==> src/rtl/fft_frame_sequencer.sv <==
// Frame sequencer for the 64-point FFT core: loads real samples, starts the
// transform, waits for done, then streams bins 0..OUT_BINS-1 over valid/ready.
module fft_frame_sequencer #(
    parameter int N_POINTS   = 64,
    parameter int ADDR_W     = 6,
    parameter int OUT_BINS   = 32,
    parameter int WAIT_LIMIT = 4096
) (
    input  logic              clk,
    input  logic              reset,
    input  logic              sample_valid,
    input  logic [15:0]       sample_data,
    output logic              sample_ready,
    output logic              fft_load,
    output logic              fft_start,
    output logic [ADDR_W-1:0] fft_addr,
    output logic [31:0]       fft_wdata,
    input  logic              fft_done,
    input  logic [31:0]       fft_rdata,
    output logic              bin_valid,
    input  logic              bin_ready,
    output logic [ADDR_W-1:0] bin_index,
    output logic [31:0]       bin_data,
    output logic [7:0]        frame_count,
    output logic              timeout_err
);

    localparam int TMR_W = (WAIT_LIMIT > 2) ? $clog2(WAIT_LIMIT) : 1;
    localparam logic [ADDR_W-1:0] LAST_ADDR = ADDR_W'(N_POINTS - 1);
    localparam logic [ADDR_W-1:0] LAST_BIN  = ADDR_W'(OUT_BINS - 1);
    localparam logic [TMR_W-1:0]  LAST_TICK = TMR_W'(WAIT_LIMIT - 1);

    typedef enum logic [2:0] {
        S_LOAD    = 3'd0,
        S_START   = 3'd1,
        S_WAIT    = 3'd2,
        S_RD_ADDR = 3'd3,
        S_RD_DATA = 3'd4,
        S_HOLD    = 3'd5
    } state_t;

    state_t            r_state;
    state_t            w_state_next;
    logic [ADDR_W-1:0] r_load_cnt;
    logic [ADDR_W-1:0] r_bin_cnt;
    logic [TMR_W-1:0]  r_timer;
    logic              r_bin_valid;
    logic [ADDR_W-1:0] r_bin_index;
    logic [31:0]       r_bin_data;
    logic [7:0]        r_frame_count;
    logic              r_timeout_err;
    logic              w_bin_taken;

    assign bin_valid   = r_bin_valid;
    assign bin_index   = r_bin_index;
    assign bin_data    = r_bin_data;
    assign frame_count = r_frame_count;
    assign timeout_err = r_timeout_err;
    assign w_bin_taken = r_bin_valid & bin_ready;

    // Core strobes are qualified by reset so nothing reaches the core while held in reset.
    always_comb begin
        w_state_next = r_state;
        sample_ready = 1'b0;
        fft_load     = 1'b0;
        fft_start    = 1'b0;
        fft_addr     = '0;
        fft_wdata    = '0;
        if (reset) begin
            case (r_state)
                S_LOAD: begin
                    sample_ready = 1'b1;
                    fft_load     = sample_valid;
                    fft_addr     = r_load_cnt;
                    if (sample_valid) begin
                        fft_wdata = {sample_data, 16'h0000};
                        if (r_load_cnt == LAST_ADDR)
                            w_state_next = S_START;
                    end
                end
                S_START: begin
                    fft_start    = 1'b1;
                    w_state_next = S_WAIT;
                end
                S_WAIT: begin
                    if (fft_done)
                        w_state_next = S_RD_ADDR;
                    else if (r_timer == LAST_TICK)
                        w_state_next = S_LOAD;
                end
                S_RD_ADDR: begin
                    fft_addr     = r_bin_cnt;
                    w_state_next = S_RD_DATA;
                end
                S_RD_DATA: begin
                    fft_addr     = r_bin_cnt;
                    w_state_next = S_HOLD;
                end
                S_HOLD: begin
                    fft_addr = r_bin_cnt;
                    if (w_bin_taken)
                        w_state_next = (r_bin_cnt == LAST_BIN) ? S_LOAD : S_RD_ADDR;
                end
                default: w_state_next = S_LOAD;
            endcase
        end
    end

    always_ff @(posedge clk) begin
        if (!reset) begin
            r_state       <= S_LOAD;
            r_load_cnt    <= '0;
            r_bin_cnt     <= '0;
            r_timer       <= '0;
            r_bin_valid   <= 1'b0;
            r_bin_index   <= '0;
            r_bin_data    <= '0;
            r_frame_count <= '0;
            r_timeout_err <= 1'b0;
        end else begin
            r_state <= w_state_next;
            case (r_state)
                S_LOAD: begin
                    if (fft_load)
                        r_load_cnt <= (r_load_cnt == LAST_ADDR) ? '0 : r_load_cnt + 1'b1;
                end
                S_START: r_timer <= '0;
                S_WAIT: begin
                    // done has priority over an expiring timer
                    if (fft_done)
                        r_bin_cnt <= '0;
                    else if (r_timer == LAST_TICK)
                        r_timeout_err <= 1'b1;
                    else
                        r_timer <= r_timer + 1'b1;
                end
                S_RD_DATA: begin
                    r_bin_data  <= fft_rdata;
                    r_bin_index <= r_bin_cnt;
                    r_bin_valid <= 1'b1;
                end
                S_HOLD: begin
                    if (w_bin_taken) begin
                        r_bin_valid <= 1'b0;
                        if (r_bin_cnt == LAST_BIN)
                            r_frame_count <= r_frame_count + 8'd1;
                        else
                            r_bin_cnt <= r_bin_cnt + 1'b1;
                    end
                end
                default: ;
            endcase
        end
    end

endmodule
==> config.mk <==
export PLATFORM = sky130hd
export DESIGN_NAME = fft_frame_sequencer
export DESIGN_NICKNAME = d
export VERILOG_FILES = /design/src/rtl/fft_frame_sequencer.sv
export SDC_FILE = /design/constraint.sdc
export NUM_CORES = 1
export LEC_CHECK = 0
export BUFFER_PORTS_ARGS = -buffer_cell sky130_fd_sc_hd__buf_4
export CAP_MARGIN = 20
export CELL_PAD_IN_SITES_DETAIL_PLACEMENT = 1
export CELL_PAD_IN_SITES_GLOBAL_PLACEMENT = 1
export CORE_ASPECT_RATIO = 0.8
export CORE_MARGIN = 2
export CORE_UTILIZATION = 37
export DETAILED_ROUTE_END_ITERATION = 6
export HOLD_SLACK_MARGIN = 0.1
export PLACE_DENSITY = 0.82
export SETUP_SLACK_MARGIN = 0.4
export SYNTH_ARGS = -nofsm -noshare
export SYNTH_HDL_FRONTEND = slang
export SYNTH_SLANG_ARGS = --single-unit
==> constraint.sdc <==
create_clock -name clk -period 5.5 [get_ports clk]
set_clock_uncertainty 0.05 [all_clocks]
set_input_delay 0.55 -clock clk [delete_from_list [all_inputs] [get_ports clk]]
set_output_delay 0.55 -clock clk [all_outputs]
set_load 0.1 [all_outputs]
# Word-level counts from Yosys, hierarchy flattened

Cells that the tools add are included.

Output and inout port bits: 89
Register bits: 75
Word-level logic and storage cells: 71

Muxes and demuxes: 28
Reduce and logical (&&, ||, !) cells: 12
$add $sub $neg: 4
Equal/unequal tests: 16
Bitwise logic cells: 2

Operators by type and width:

| cell                                                | count |
|---|---|
| two-way mux 32 bit                                  | 3 |
| two-way mux 6 bit                                   | 5 |
| two-way mux 12 bit                                  | 2 |
| case mux 12 bit (2 select lines)                    | 1 |
| case mux 6 bit (2 select lines)                     | 2 |
| case mux 3 bit (6 select lines)                     | 1 |
| two-way mux 3 bit                                   | 5 |
| inequality test 2 bit, second input constant        | 7 |
| adder 12 x 1 -> 12 bit, second input constant       | 1 |
| adder 6 x 1 -> 6 bit, second input constant         | 2 |
| equality test 12 bit, second input constant         | 1 |
| AND reduction 3 bit                                 | 3 |
| adder 8 x 1 -> 8 bit, second input constant         | 1 |
| AND reduction 4 bit                                 | 2 |
| two-way mux 1 bit                                   | 7 |
| equality test 3 x 2 -> 1 bit, second input constant | 2 |
| equality test 3 bit, second input constant          | 2 |
| equality test 6 x 5 -> 1 bit, second input constant | 1 |
| equality test 6 bit, second input constant          | 1 |
| nonzero test 2 bit                                  | 3 |
| AND reduction 2 bit                                 | 2 |
| equality test 3 x 1 -> 1 bit, second input constant | 1 |
| zero test 3 bit                                     | 1 |
| inequality test 3 bit, second input constant        | 1 |
| 5 further kinds                                     | 5 |

# Depth between registers and ports, before layout

Word-level depth: 4
Depth in mapped cells: 7
Mapped depth without buffers: 5

# Least setup slack after synthesis

OpenSTA, ideal clock, no wires.

Path kind: input -> output
From: in reset
To: out fft_wdata[22]
Setup slack: 1.674 ns
Arrival: 3.226 ns
Buffers on the path: 3
Required time: 4.900 ns
Stages: 5
Path through: clkbuf_1 > nor4b_1 > clkbuf_1 > clkbuf_1 > and3_1

Longest elaborated chain between the ends: 1

RTL lines:

| what               | line | text |
|---|---|---|
| from (decl)        | 10   | `input logic reset,` |
| two-way mux 32 bit | 69   | `if (reset) begin` |
| to (decl)          | 17   | `output logic [31:0] fft_wdata,` |

Every way passes these cells.

# Final worst setup path

From: reg r_state[2]
To: out fft_addr[4]

Longest elaborated chain between the ends: 4

RTL lines:

| what                                                                | line | text |
|---|---|---|
| from (decl)                                                         | 42   | `state_t r_state;` |
| from (signal assigned)                                              | 121  | `r_state <= w_state_next;` |
| equality test 3 bit or equality test 3 x 2 -> 1 bit (tied branches) | 70   | `case (r_state)` |
| OR reduction 3 bit (no source line)                                 | --   |  |
| case mux 6 bit (2 select lines) *                                   | 70   |  |
| two-way mux 6 bit *                                                 | 69   |  |
| to (decl)                                                           | 16   | `output logic [ADDR_W-1:0] fft_addr,` |

Mark *: on every way between the ends. The rest lies on a longest branch, timed or not.

==> flow_summary.ini <==
[run_status]
outcome = finished, final reports clean

[critical_path]
crit_path_max_incr_delay_ns = 0.83
cp_num_buf_inv = 1
crit_type = flop to output port
crit_chain = nor2b_1 -> o21ai_0 -> a21oi_1 -> buf_4
slowest_stage = dfxtp_1
arrival_ns = 2.33
critPathMaxFanout = 23
crit_required_ns = 4.90
cp_top_family = flip-flops
endpoint_kind = output port
cp-start-kind = flop

[power_and_ir_drop]
ir_worst_vdd_uv = 134
p_per_area_nw_per_um2 = 271
p_leak_nw = 2.02
power_mw = 1.34

[die]
fp-row-count = 32
die_x_um = 115
die_y_um = 93.0
core-area_um2 = 9650
io_pins = 142
die-area_um2 = 10700
initial_core_util_pct = 38.0

[clock_network]
clk_latency_ns = 0.33
cts.clk_slew.worst_paths_ns = 0.05
clockBufferDepth = 2
htree_num_levels = 3
clock_sinks = 75
post_cts_resized = 0
cts_root_buffer = clkbuf_16
hold_buffers = 0
cts_setup_buffers = 0
cts_tree = done
cts_buffers = 9

[synth]
synth_most_common_cell = nand2_1
synth_area_leaders = dfxtp_1, nand2_1, a21oi_1
synth_edf_count = 0
synth.avg_cell_area_um2 = 7.73
synth_cell_type_count = 59
yosysTopAreaCell = dfxtp_1
postSynthCellCount = 474
synth_seq_cells = 75
yosysSeqAreaShare_pct = 41.0
ys_async_sr_fraction_pct = 0
yosysTopAreaCellShare_pct = 41.0
ys_top_cells_by_count = nand2_1, dfxtp_1, a21oi_1, clkbuf_1, and3_1
yosys_most_used_dff = dfxtp_1
syn_area_um2 = 3670
yosysWarnings = 0

[timing]
hold_viol = 0
max_slew_margin_pct = 47.4
rsz0062_at_grt = no
worstMarginPinSlew_ns = 0.788
slew_violations = 0
finalSetupTns_ns = 0
max_freq_mhz = 342
period_share_pct = 53.2
worst_slack_ns = 2.57
setup_viol = 0
period_minus_slack_ns = 2.93

[routing]
drt_first_pass_iters = 6
viasPerCell = 5.35
drt-initial-drc-count = 211
wire_per_inst_um = 16.6
vias = 3863
drc = 0
finalWirelength_um = 12000
antenna_left = 0

[layout]
drive_gt1_share_pct = 26.1
fin_util_pct = 51.3
syn_to_final_growth_pct = 35.1
layout.nets = 638
diodes = 0

[worst_hold_path]
hold_class = flop to flop

[global_routing]
track_usage_pct = 22.2
antenna_found_initial = 0
grt_pass1_vias = 3879
grt_max_degree = 53
grt_pass1_wl_um = 19100
grt_overflow = 0

[placement]
io_buffers = 125
place_ws_ns = 2.94
hpwlAfterDp_um = 8310
finalWeightedCongestion = 0.782

[run]
maxCapViolCount = 0
[sequential cells by signal (all words and copies together), names as in the netlist]
| signal | cells |
|---|---|
| r_bin_cnt | 6 |
| r_load_cnt | 6 |
| bin_valid | 1 |
| r_timer | 12 |
| frame_count | 8 |
| bin_index | 6 |
| r_state | 3 |
| bin_data | 32 |
| timeout_err | 1 |
[stage by stage]
stage / hold WS (ns) / instance area (um2) / std cells
finish: 0.405 / 4950 / 722
global route: 0.412 / 4950 / 722
CTS: 0.407 / 4940 / 721
detailed placement: 0.401 / 4620 / 705
global placement: 0.393 / 4620 / 705
floorplan: 0.408 / 3720 / 489
[placed cells by master (no fill, tap or decap), drive strengths merged, types with 3 or more instances in the layout]
master / count
inv: 5
and3: 21
a22oi: 5
a31oi: 4
dfxtp: 75
conb: 16
o22ai: 3
nand4b: 3
clkbuf: 13
nor2: 18
ha: 4
xor2: 3
o21ai: 12
o41ai: 3
o31ai: 3
or4: 7
o22a: 5
nor3: 8
buf: 129
nand3: 13
or3: 4
nand2: 108
and2: 3
nand2b: 5
nand4: 12
nor2b: 4
o211ai: 4
a21oi: 58
[worst register-to-register path: stages, from the launching register on]
cell and delay, ns:
dfxtp_1 0.83, and3b_1 0.33, nand4_1 0.49, or4_1 0.69
a21oi_1 0.14
[final timing paths]
| check | startpoint | to | slack, ns | depth (start not counted) |
|---|---|---|---|---|
| setup / recovery | r_state[2] | fft_addr[4] | 2.57 | 4 |
| hold reg to reg | bin_data[25] | bin_data[25] | 0.41 | 2 |
| hold / removal | bin_data[25] | bin_data[25] | 0.41 | 2 |
| setup reg to reg | r_state[2] | frame_count[5] | 2.92 | 4 |
[final cells by class]
cell class	count	area [um2]
inverter	5	18.8
timing repair buffer	130	976
sequential	75	1500
multi-input combinational	360	1960
clock buffer	12	246
tap	136	170
fill	1192	4700
clock inverter	4	73.8
[where the power goes]
group | internal [mW] | switching, mW
Sequential | 0.545 | 0.00265
Combinational | 0.0390 | 0.121
Clock | 0.410 | 0.225
[logic make-up after synthesis]
group / after synthesis / share of synthesized area [%]
other cells: 1 / 0.102
xor+xnor: 4 / 0.956
flops: 75 / 41.0
buf+inv: 54 / 7.41
mux: 3 / 0.853
compound gates: 112 / 18.6
simple gates: 221 / 29.7
fa+ha+maj: 4 / 1.37
[metal layers]
metal	part of all wire [%]	vias up	GRT usage [%]
li1	-	1858	-
met1	45	1890	28.5
met2	49	100	37.2
met3	4.3	15	4.60
met4	1.6	0	7.53
met5	0	-	0
(Power assumes the default switching activity.)
